### config.mk
export PLATFORM = sky130hd
export DESIGN_NAME = ultrasonic_ranger_flat
export DESIGN_NICKNAME = d
export VERILOG_FILES = /design/src/rtl/ultrasonic_ranger_if.sv /design/src/rtl/ultrasonic_ranger.sv /design/src/flat_wrapper.sv
export SDC_FILE = /design/constraint.sdc
export NUM_CORES = 1
export LEC_CHECK = 0
export CELL_PAD_IN_SITES_DETAIL_PLACEMENT = 1
export CELL_PAD_IN_SITES_GLOBAL_PLACEMENT = 1
export CORE_ASPECT_RATIO = 1.2
export CORE_UTILIZATION = 35
export DETAILED_ROUTE_END_ITERATION = 8
export PLACE_DENSITY = 0.68
export SYNTH_ARGS = -nofsm -noshare
export SYNTH_HDL_FRONTEND = slang
export SYNTH_SLANG_ARGS = --single-unit
### constraint.sdc
create_clock -name clk -period 3.27 [get_ports clk]
set_clock_uncertainty 0.15 [all_clocks]
set_input_delay 0.654 -clock clk [delete_from_list [all_inputs] [get_ports clk]]
set_output_delay 0.654 -clock clk [all_outputs]
set_load 0.05 [all_outputs]
### src/rtl/ultrasonic_ranger_if.sv
// ultrasonic_ranger_if
//   Signal bundle between one ultrasonic ranging front-end and its user.
//   slave  : the ranger. It takes enable/echo and drives trig plus the result signals.
//   master : the controller/sensor side. Its directions are the mirror of slave.
//   Signals:
//     enable       allow new trigger launches
//     echo         raw, asynchronous sensor echo pin
//     trig         sensor trigger pin
//     distance_cm  last measured distance, held between updates
//     valid        one-cycle strobe on each distance_cm update
//     timeout      sticky, set when the last measurement timed out
//     busy         a measurement is in flight
interface ultrasonic_ranger_if;
  logic        enable;
  logic        echo;
  logic        trig;
  logic [15:0] distance_cm;
  logic        valid;
  logic        timeout;
  logic        busy;

  modport master (
    output enable, echo,
    input  trig, distance_cm, valid, timeout, busy
  );

  modport slave (
    input  enable, echo,
    output trig, distance_cm, valid, timeout, busy
  );
endinterface

### src/rtl/ultrasonic_ranger.sv
// ultrasonic_ranger
//   Front end for one HC-SR04-style sensor. It fires a periodic trigger pulse
//   and times the echo pulse. The echo width becomes whole centimetres through
//   a mod-US_PER_CM sub-counter feeding a saturating cm counter, so no divider
//   is needed.
//   Ports:
//     clk      system clock (CLK_HZ)
//     reset_p  asynchronous, active-high reset
//     bus      ultrasonic_ranger_if.slave (enable, echo in; trig, distance_cm,
//              valid, timeout, busy out)
module ultrasonic_ranger #(
  parameter int CLK_HZ     = 100_000_000,
  parameter int TRIG_US    = 10,
  parameter int PERIOD_MS  = 60,
  parameter int TIMEOUT_US = 25_000,
  parameter int US_PER_CM  = 58,
  parameter int NO_ECHO_CM = 400
) (
  input  logic               clk,
  input  logic               reset_p,
  ultrasonic_ranger_if.slave bus
);

  localparam int PRE        = CLK_HZ / 1_000_000;
  localparam int PERIOD_CYC = PERIOD_MS * 1000 * PRE;
  localparam int PRE_W      = (PRE > 1) ? $clog2(PRE) : 1;
  localparam int PER_W      = (PERIOD_CYC > 1) ? $clog2(PERIOD_CYC) : 1;
  localparam int TRG_W      = $clog2(TRIG_US + 1);
  localparam int TO_W       = $clog2(TIMEOUT_US + 1);
  localparam int SUB_W      = (US_PER_CM > 1) ? $clog2(US_PER_CM) : 1;
  localparam int CM_W       = $clog2(NO_ECHO_CM + 1);

  if (CLK_HZ < 1_000_000 || (CLK_HZ % 1_000_000) != 0) begin : g_bad_clk
    $error("ultrasonic_ranger: CLK_HZ must be a whole multiple of 1 MHz");
  end

  typedef enum logic [2:0] {
    IDLE, TRIG, WAIT_RISE, MEASURE, DONE_OK, DONE_TO
  } state_t;

  state_t            state_q, state_d;
  logic [2:0]        echo_q;            // [1:0] synchroniser, [2] edge register
  logic [PRE_W-1:0]  pre_q, pre_d;      // µs prescaler
  logic [PER_W-1:0]  per_q, per_d;      // trigger period, in clk cycles
  logic [TRG_W-1:0]  trg_q, trg_d;      // trigger width, in µs
  logic [TO_W-1:0]   to_q, to_d;        // µs since trigger fall
  logic [SUB_W-1:0]  sub_q, sub_d;      // µs within the current cm
  logic [CM_W-1:0]   cm_q, cm_d;        // whole cm measured so far
  logic [15:0]       dist_q, dist_d;
  logic              tof_q, tof_d;      // sticky timeout flag
  logic              pre_clr;

  logic echo_rise, echo_fall, tick, per_wrap, to_hit;

  // Edges are taken on the synchronised copy. They appear 2 clk after the pin moves.
  assign echo_rise = echo_q[1] & ~echo_q[2];
  assign echo_fall = ~echo_q[1] & echo_q[2];

  assign tick = (pre_q == PRE_W'(PRE - 1));

  // The period counter counts raw clocks (PRE per µs) so that the prescaler
  // restarts at TRIG entry and echo rise cannot shift the trigger cadence.
  // It wraps freely, so a boundary missed while busy is simply skipped.
  assign per_wrap = (per_q == PER_W'(PERIOD_CYC - 1));
  assign per_d    = per_wrap ? '0 : per_q + 1'b1;

  // This tick makes the timeout count reach TIMEOUT_US.
  assign to_hit = tick && (to_q == TO_W'(TIMEOUT_US - 1));

  always_comb begin
    pre_d = tick ? '0 : pre_q + 1'b1;
    if (pre_clr) pre_d = '0;
  end

  always_comb begin
    state_d = state_q;
    trg_d   = trg_q;
    to_d    = to_q;
    sub_d   = sub_q;
    cm_d    = cm_q;
    dist_d  = dist_q;
    tof_d   = tof_q;
    pre_clr = 1'b0;
    unique case (state_q)
      IDLE: begin
        if (bus.enable && per_wrap) begin
          state_d = TRIG;
          trg_d   = '0;
          to_d    = '0;
          pre_clr = 1'b1;
        end
      end
      TRIG: begin
        if (tick) begin
          if (trg_q == TRG_W'(TRIG_US - 1)) state_d = WAIT_RISE;
          else                              trg_d   = trg_q + 1'b1;
        end
      end
      WAIT_RISE: begin
        if (tick) to_d = to_q + 1'b1;
        if (to_hit) begin
          state_d = DONE_TO;
          dist_d  = 16'(NO_ECHO_CM);
          tof_d   = 1'b1;
        end else if (echo_rise) begin
          state_d = MEASURE;
          cm_d    = '0;
          sub_d   = '0;
          pre_clr = 1'b1;
        end
      end
      MEASURE: begin
        if (tick) begin
          to_d = to_q + 1'b1;
          if (sub_q == SUB_W'(US_PER_CM - 1)) begin
            sub_d = '0;
            if (cm_q != CM_W'(NO_ECHO_CM)) cm_d = cm_q + 1'b1;
          end else begin
            sub_d = sub_q + 1'b1;
          end
        end
        // The result is loaded on the way into DONE_*. That gives a pin-to-valid
        // latency of 3 clk. The fall cycle's own tick is included via cm_d,
        // so MEASURE spans exactly the echo width in clocks.
        if (to_hit) begin
          state_d = DONE_TO;
          dist_d  = 16'(NO_ECHO_CM);
          tof_d   = 1'b1;
        end else if (echo_fall) begin
          state_d = DONE_OK;
          dist_d  = 16'(cm_d);
          tof_d   = 1'b0;
        end
      end
      DONE_OK, DONE_TO: state_d = IDLE;
      default:          state_d = IDLE;
    endcase
  end

  always_ff @(posedge clk or posedge reset_p) begin
    if (reset_p) begin
      state_q <= IDLE;
      echo_q  <= '0;
      pre_q   <= '0;
      per_q   <= '0;
      trg_q   <= '0;
      to_q    <= '0;
      sub_q   <= '0;
      cm_q    <= '0;
      dist_q  <= '0;
      tof_q   <= 1'b0;
    end else begin
      state_q <= state_d;
      echo_q  <= {echo_q[1:0], bus.echo};
      pre_q   <= pre_d;
      per_q   <= per_d;
      trg_q   <= trg_d;
      to_q    <= to_d;
      sub_q   <= sub_d;
      cm_q    <= cm_d;
      dist_q  <= dist_d;
      tof_q   <= tof_d;
    end
  end

  // The outputs decode the state register, so reset clears trig/busy/valid at once.
  assign bus.trig        = (state_q == TRIG);
  assign bus.busy        = (state_q == TRIG) || (state_q == WAIT_RISE) || (state_q == MEASURE);
  assign bus.valid       = (state_q == DONE_OK) || (state_q == DONE_TO);
  assign bus.distance_cm = dist_q;
  assign bus.timeout     = tof_q;

endmodule
### src/flat_wrapper.sv
// flat-port wrapper written by rule: the top's interface ports become plain ports
module ultrasonic_ranger_flat 
#(
  parameter int CLK_HZ     = 100_000_000,
  parameter int TRIG_US    = 10,
  parameter int PERIOD_MS  = 60,
  parameter int TIMEOUT_US = 25_000,
  parameter int US_PER_CM  = 58,
  parameter int NO_ECHO_CM = 400
)
  (clk, reset_p, bus_enable, bus_echo, bus_trig, bus_distance_cm, bus_valid, bus_timeout, bus_busy);
  ultrasonic_ranger_if bus_i ();
  input  logic clk;
  input  logic reset_p;
  input wire logic [$bits(bus_i.enable)-1:0] bus_enable;
  input wire logic [$bits(bus_i.echo)-1:0] bus_echo;
  output wire logic [$bits(bus_i.trig)-1:0] bus_trig;
  output wire logic [$bits(bus_i.distance_cm)-1:0] bus_distance_cm;
  output wire logic [$bits(bus_i.valid)-1:0] bus_valid;
  output wire logic [$bits(bus_i.timeout)-1:0] bus_timeout;
  output wire logic [$bits(bus_i.busy)-1:0] bus_busy;
  assign bus_i.enable = bus_enable;
  assign bus_i.echo = bus_echo;
  assign bus_trig = bus_i.trig;
  assign bus_distance_cm = bus_i.distance_cm;
  assign bus_valid = bus_i.valid;
  assign bus_timeout = bus_i.timeout;
  assign bus_busy = bus_i.busy;
  ultrasonic_ranger #(.CLK_HZ(CLK_HZ), .TRIG_US(TRIG_US), .PERIOD_MS(PERIOD_MS), .TIMEOUT_US(TIMEOUT_US), .US_PER_CM(US_PER_CM), .NO_ECHO_CM(NO_ECHO_CM)) u_core (.clk(clk), .reset_p(reset_p), .bus(bus_i));
endmodule
---- Word-level counts from Yosys, hierarchy flattened ----
Cells that the tools add are included.
operators by class
  $add $sub $neg .......................... 6
  multipliers ............................. 0
  div/mod/pow operators ................... 0
  $lt $le $gt $ge ......................... 0
  eq/ne operators ......................... 22
  shifts and indexed selects .............. 0
  multiplexer cells ....................... 41
  bitwise operators ....................... 4
  reduce and logical (&&, ||, !) cells .... 16
operators by type and width
  kind                                            number
  2-to-1 mux 16 bit                               3
  2-to-1 mux 9 bit                                5
  case mux 16 bit (2 select lines)                1
  2-to-1 mux 15 bit                               2
  case mux 15 bit (2 select lines)                1
  2-to-1 mux 6 bit                                4
  adder 23 x 1 -> 23 bit (second input constant)  1
  == test 23 bit (second input constant)          1
  2-to-1 mux 23 bit                               1
  2-to-1 mux 3 bit                                7
  case mux 9 bit (2 select lines)                 1
  adder 15 x 1 -> 15 bit (second input constant)  1
  == test 15 bit (second input constant)          1
  2-to-1 mux 7 bit                                2
  != test 2 x 1 -> 1 bit (second input constant)  7
  2-to-1 mux 4 bit                                3
  case mux 3 bit (4 select lines)                 1
  case mux 6 bit (2 select lines)                 1
  adder 9 x 1 -> 9 bit (second input constant)    1
  != test 9 bit (second input constant)           1
  AND reduction 3 bit                             3
  case mux 4 bit (2 select lines)                 1
  AND reduction 4 bit                             2
  adder 7 x 1 -> 7 bit (second input constant)    1
  20 further kinds                                37
word-level totals
  bits in registers ....................... 87
  latch bits .............................. 0
  bits in writable memories ............... 0
  memory bits (read-only) ................. 0
  input port bits ......................... 4
  output and inout bits ................... 20
  word-level logic and storage cells ...... 99
  memories ................................ 0

---- Depth between registers and ports, before layout ----
  depth in word-level cells ............... 7
  mapped depth ............................ 7
  mapped depth without buffers ............ 7

---- Worst setup path before layout ----
Ideal clock, no wire load.
  path kind ............................... reg2reg
  from .................................... register u_core.pre_q[4]
  to ...................................... register u_core.sub_q[4]
  setup time .............................. 87 ps
  data arrival time ....................... 2069 ps
  data required time ...................... 3033 ps
  setup slack ............................. 964 ps
  stages on the path, launching flop included .. 8
  path buffers ............................ 2
  period minus slack after synthesis ...... 2306 ps
  path through ............................ dfrtp_1 > or4b_1 > buf_6 > or2_4 > buf_6 > a21o_1 > or3_1 > o211ai_1
on the way
  cells in the longest elaborated chain, start to end .. 4
  elaborated cells on any way between the ends .. 5
  classes of those cells .................. eq/ne (3); reduce/logical (2)
RTL lines
  item                               RTL line                  text
  start, declared                    ultrasonic_ranger.sv:43   logic [PRE_W-1:0] pre_q, pre_d;
  start signal, assigned             ultrasonic_ranger.sv:155  pre_q <= pre_d;
  == test 7 bit (*)                  ultrasonic_ranger.sv:59   assign tick = (pre_q == PRE_W'(PRE - 1));
  logical AND 1 bit                  ultrasonic_ranger.sv:68   assign to_hit = tick && (to_q == TO_W'(TIMEOUT_US - 1));
  != test 2 bit (no line)            -
  AND reduction 4 bit (no line) (*)  -
  end signal, assigned               ultrasonic_ranger.sv:159  sub_q <= sub_d;
  end, declared                      ultrasonic_ranger.sv:47   logic [SUB_W-1:0] sub_q, sub_d;
Mark *: on every way between the ends. The rest lies on a longest branch, timed or not.
A chain may end at the register's enable or synchronous reset.

---- Worst setup path in the final report ----
  from .................................... register u_core.state_q[1]
  to ...................................... output bus_trig
on the way
  cells in the longest elaborated chain, start to end .. 1
RTL lines
  item                    RTL line                  text
  start, declared         ultrasonic_ranger.sv:41   state_t state_q, state_d;
  start signal, assigned  ultrasonic_ranger.sv:153  state_q <= state_d;
  == test 3 x 1 -> 1 bit  ultrasonic_ranger.sv:167  assign bus.trig = (state_q == TRIG);
  end, declared           flat_wrapper.sv:17        output wire logic [$bits(bus_i.trig)-1:0] bus_trig;
No other way between the ends.

==> impl_metrics.tcl <==
set metrics [dict create \
    hold_end "u_core.echo_q[1]" \
    cts_buffer_depth 2 \
    cellLeakagePower_nw 2.24 \
    cts_setup_buffers 0 \
    chipWidth_microns 104 \
    io_pins 24 \
    path_buf_inv 2 \
    seq_power_share 0.488 \
    hold_ws_ps 201 \
    syn-cell-area_sq_um 4330 \
    routed_wirelength_mm 10.3 \
    tns_ps 0 \
    power.density_nw_per_um2 411 \
    finalNonFillerCells 635 \
    p_sw_w 0.000489 \
    drive_gt1_frac 0.0717 \
    clk_pin_slew_worst_paths_ps 60 \
    rr_worst_depth 6 \
    synth_seq_cells 80 \
    synth_edf_count 0 \
    drcViolationCount 0 \
    areaGrowthSynthToFinish_pct 14.3 \
    pwr-share-comb 0.023 \
    path_cells "nor2_1 > nand2_1 > inv_1 > clkdlybuf4s50_1" \
    worstReg2RegStart "u_core.pre_q[3]" \
    final_nets 482 \
    final_core_util 0.409 \
    relSlewSlack 0.543 \
    dp_hpwl_mm 7.49 \
    crit_fanout 7 \
    rsz0062_at_grt "false" \
    grt_pass1_wl_mm 18.0 \
    place.gp.congestion 0.788 \
    ant_nets 0 \
    seq_area_sq_um 2000 \
    avgSynthCellArea_sq_um 9.70 \
    via_per_inst 5.33 \
    postSynth.asyncResetShare 1.00 \
    critical_path.top_delay_family "buffers and inverters" \
    cts_resized 0 \
    min_path_type "reg -> reg" \
    period_share 0.909 \
    hold_violations 0 \
    drtPass1Iterations 4 \
    core-area_sq_um 12100 \
    drv_cap 0 \
    ys_types 55 \
    max_slew.worst_pin.slew_ps 684 \
    vias 3384 \
    yosys_warnings 0 \
    fin_crit_ps 2970 \
    numPlacedInstances 619 \
    gr-usage-all-layers 0.179 \
    die-height_microns 124 \
    syn_inst 447 \
    cts_tree "built" \
    grt_max_degree 39 \
    fp.dieArea_sq_um 12800 \
    ff2ff_setup_slack_ps 610 \
    holdCritStartpoint "u_core.echo_q[0]" \
    fill_cells 1390 \
    min_path_cells 0 \
    regToRegEndpoint "u_core.bus.distance_cm[8]" \
    cp_slowest_cell "clkdlybuf4s50_1" \
    max_stage_delay_ps 800 \
    finalSetupViolCount 0 \
    cts_hold_buf 0 \
    multiInputGateArea_sq_um 2190 \
    numCtsBuffers 9 \
    start_util 0.358 \
    status "finished clean" \
    cp.arrival_ps 2170 \
    finalPower_w 0.00203 \
    ys.flop_type "dfrtp_1" \
    row_count 44 \
    required_ps 2470 \
    endpoint_kind "output port" \
    p_int_w 0.00155 \
    slew_viol_final 0 \
    grt_pass1_vias 3628 \
    critPathKind "reg -> out" \
    ir_worst_vdd_uv 193 \
    pwr-share-clk 0.489 \
    insertion_delay_ps 350 \
    fmax_mhz 337 \
    startpoint_type "register" \
    cts_htree_levels 3 \
    root_buffer "clkbuf_16" \
    drt_iter0_markers 143 \
    cts.sinks 80 \
    grt_overflow 0 \
    antennaDiodeCount 0 \
    antenna_found_initial 0 \
    swShare 0.240 \
    port_buffers 16 \
    ys_seq_area_frac 0.462 \
    wire_per_inst_microns 16.3 \
]
-- Yosys cell counts, drive strengths merged, types with 4 or more instances --
cell type	count	area [sq um]
dfrtp	80	2000
a22o	6	52.6
nor3b	6	45.0
nand4	11	68.8
nor3	12	71.3
and3	13	81.3
a21o	5	37.5
ha	9	113
a21oi	12	60.1
a211o	4	35.0
and2	6	37.5
o31ai	4	43.8
xor2	16	140
buf	10	78.8
inv	15	56.3
o21ai	24	120
mux2i	14	140
clkbuf	8	30.0
nand2	42	158
nor4	6	104
nand3	43	215
xnor2	18	158
nor2	42	158
-- layout by cell type, fill, tap and decap left out, types with 5 or more instances in the layout --
cell type,count
ha_1,9
buf_4,7
clkdlybuf4s50_1,16
inv_1,14
a21o_1,5
o21ai_0,24
and2_1,5
nand4_1,11
nand2_1,42
and3_1,13
a21oi_1,12
dfrtp_1,80
nor2_1,42
nand3_1,43
a22o_1,6
clkbuf_16,9
xor2_1,16
nor3b_1,6
xnor2_1,18
nor3_1,11
mux2i_1,14
conb_1,7
-- power by group through the flow --
stage	sequential, W	combinational, W	clock, W
floorplan	0.00101	0.0000395	0
global placement	0.00101	0.0000477	0
detailed placement	0.00101	0.0000482	0
CTS	0.000992	0.0000484	0.00102
global route	0.000992	0.0000521	0.00105
finish	0.000992	0.0000462	0.000996
-- metal layers --
metal / vias up / global-route usage / wire length [microns]
li1: 1623 / - / -
met1: 1719 / 0.205 / 4660
met2: 28 / 0.329 / 5280
met3: 14 / 0.0293 / 200
met4: 0 / 0.0833 / 206
met5: - / 0 / 0
-- sequential cells by signal, summed over array words and instances, names as in the netlist --
name and count:
u_core.sub_q 6, u_core.per_q 23, u_core.bus.distance_cm 9, u_core.echo_q 3, u_core.bus.timeout 1, u_core.pre_q 7, u_core.to_q 15, u_core.state_q 3
u_core.cm_q 9, u_core.trg_q 4
-- cell families after synthesis --
kind of cell,count (synthesis),synth area share
XOR/XNOR,34,0.0687
buffers and inverters,33,0.0381
other,1,0.000865
flip-flops,80,0.462
AO/OA/AOI/OAI,71,0.111
adder cells (fa/ha/maj),9,0.0260
AND/OR/NAND/NOR,204,0.259
multiplexers,15,0.0349
-- area by class of cell --
cell class | instances | share of cell area
inverter | 15 | 0.0116
multi-input combinational | 340 | 0.442
tap | 161 | 0.0407
timing repair buffer | 23 | 0.0429
clock inverter | 6 | 0.0104
sequential | 80 | 0.404
clock buffer | 10 | 0.0482
-- worst max path at each step --
stage                            from  slack, ps                        end  cells after the start
floorplan                     reset_p        410  u_core.bus.distance_cm[0]                      1
detailed placement    u_core.pre_q[4]        630            u_core.to_q[13]                      5
CTS                 u_core.state_q[1]        300                   bus_trig                      4
global route        u_core.state_q[2]        180                   bus_trig                      4
finish              u_core.state_q[1]        300                   bus_trig                      4
global placement      u_core.pre_q[4]        700  u_core.bus.distance_cm[2]                      5
-- through the flow --
| step | setup WS, ps | instance area [sq um] |
|---|---|---|
| 6_report | 298 | 4950 |
| 5_1_grt | 178 | 4950 |
| 4_1_cts | 296 | 4950 |
| 3_5_place_dp | 630 | 4660 |
| 3_3_place_gp | 703 | 4660 |
| 2_1_floorplan | 414 | 4360 |
(Power assumes the default switching activity.)
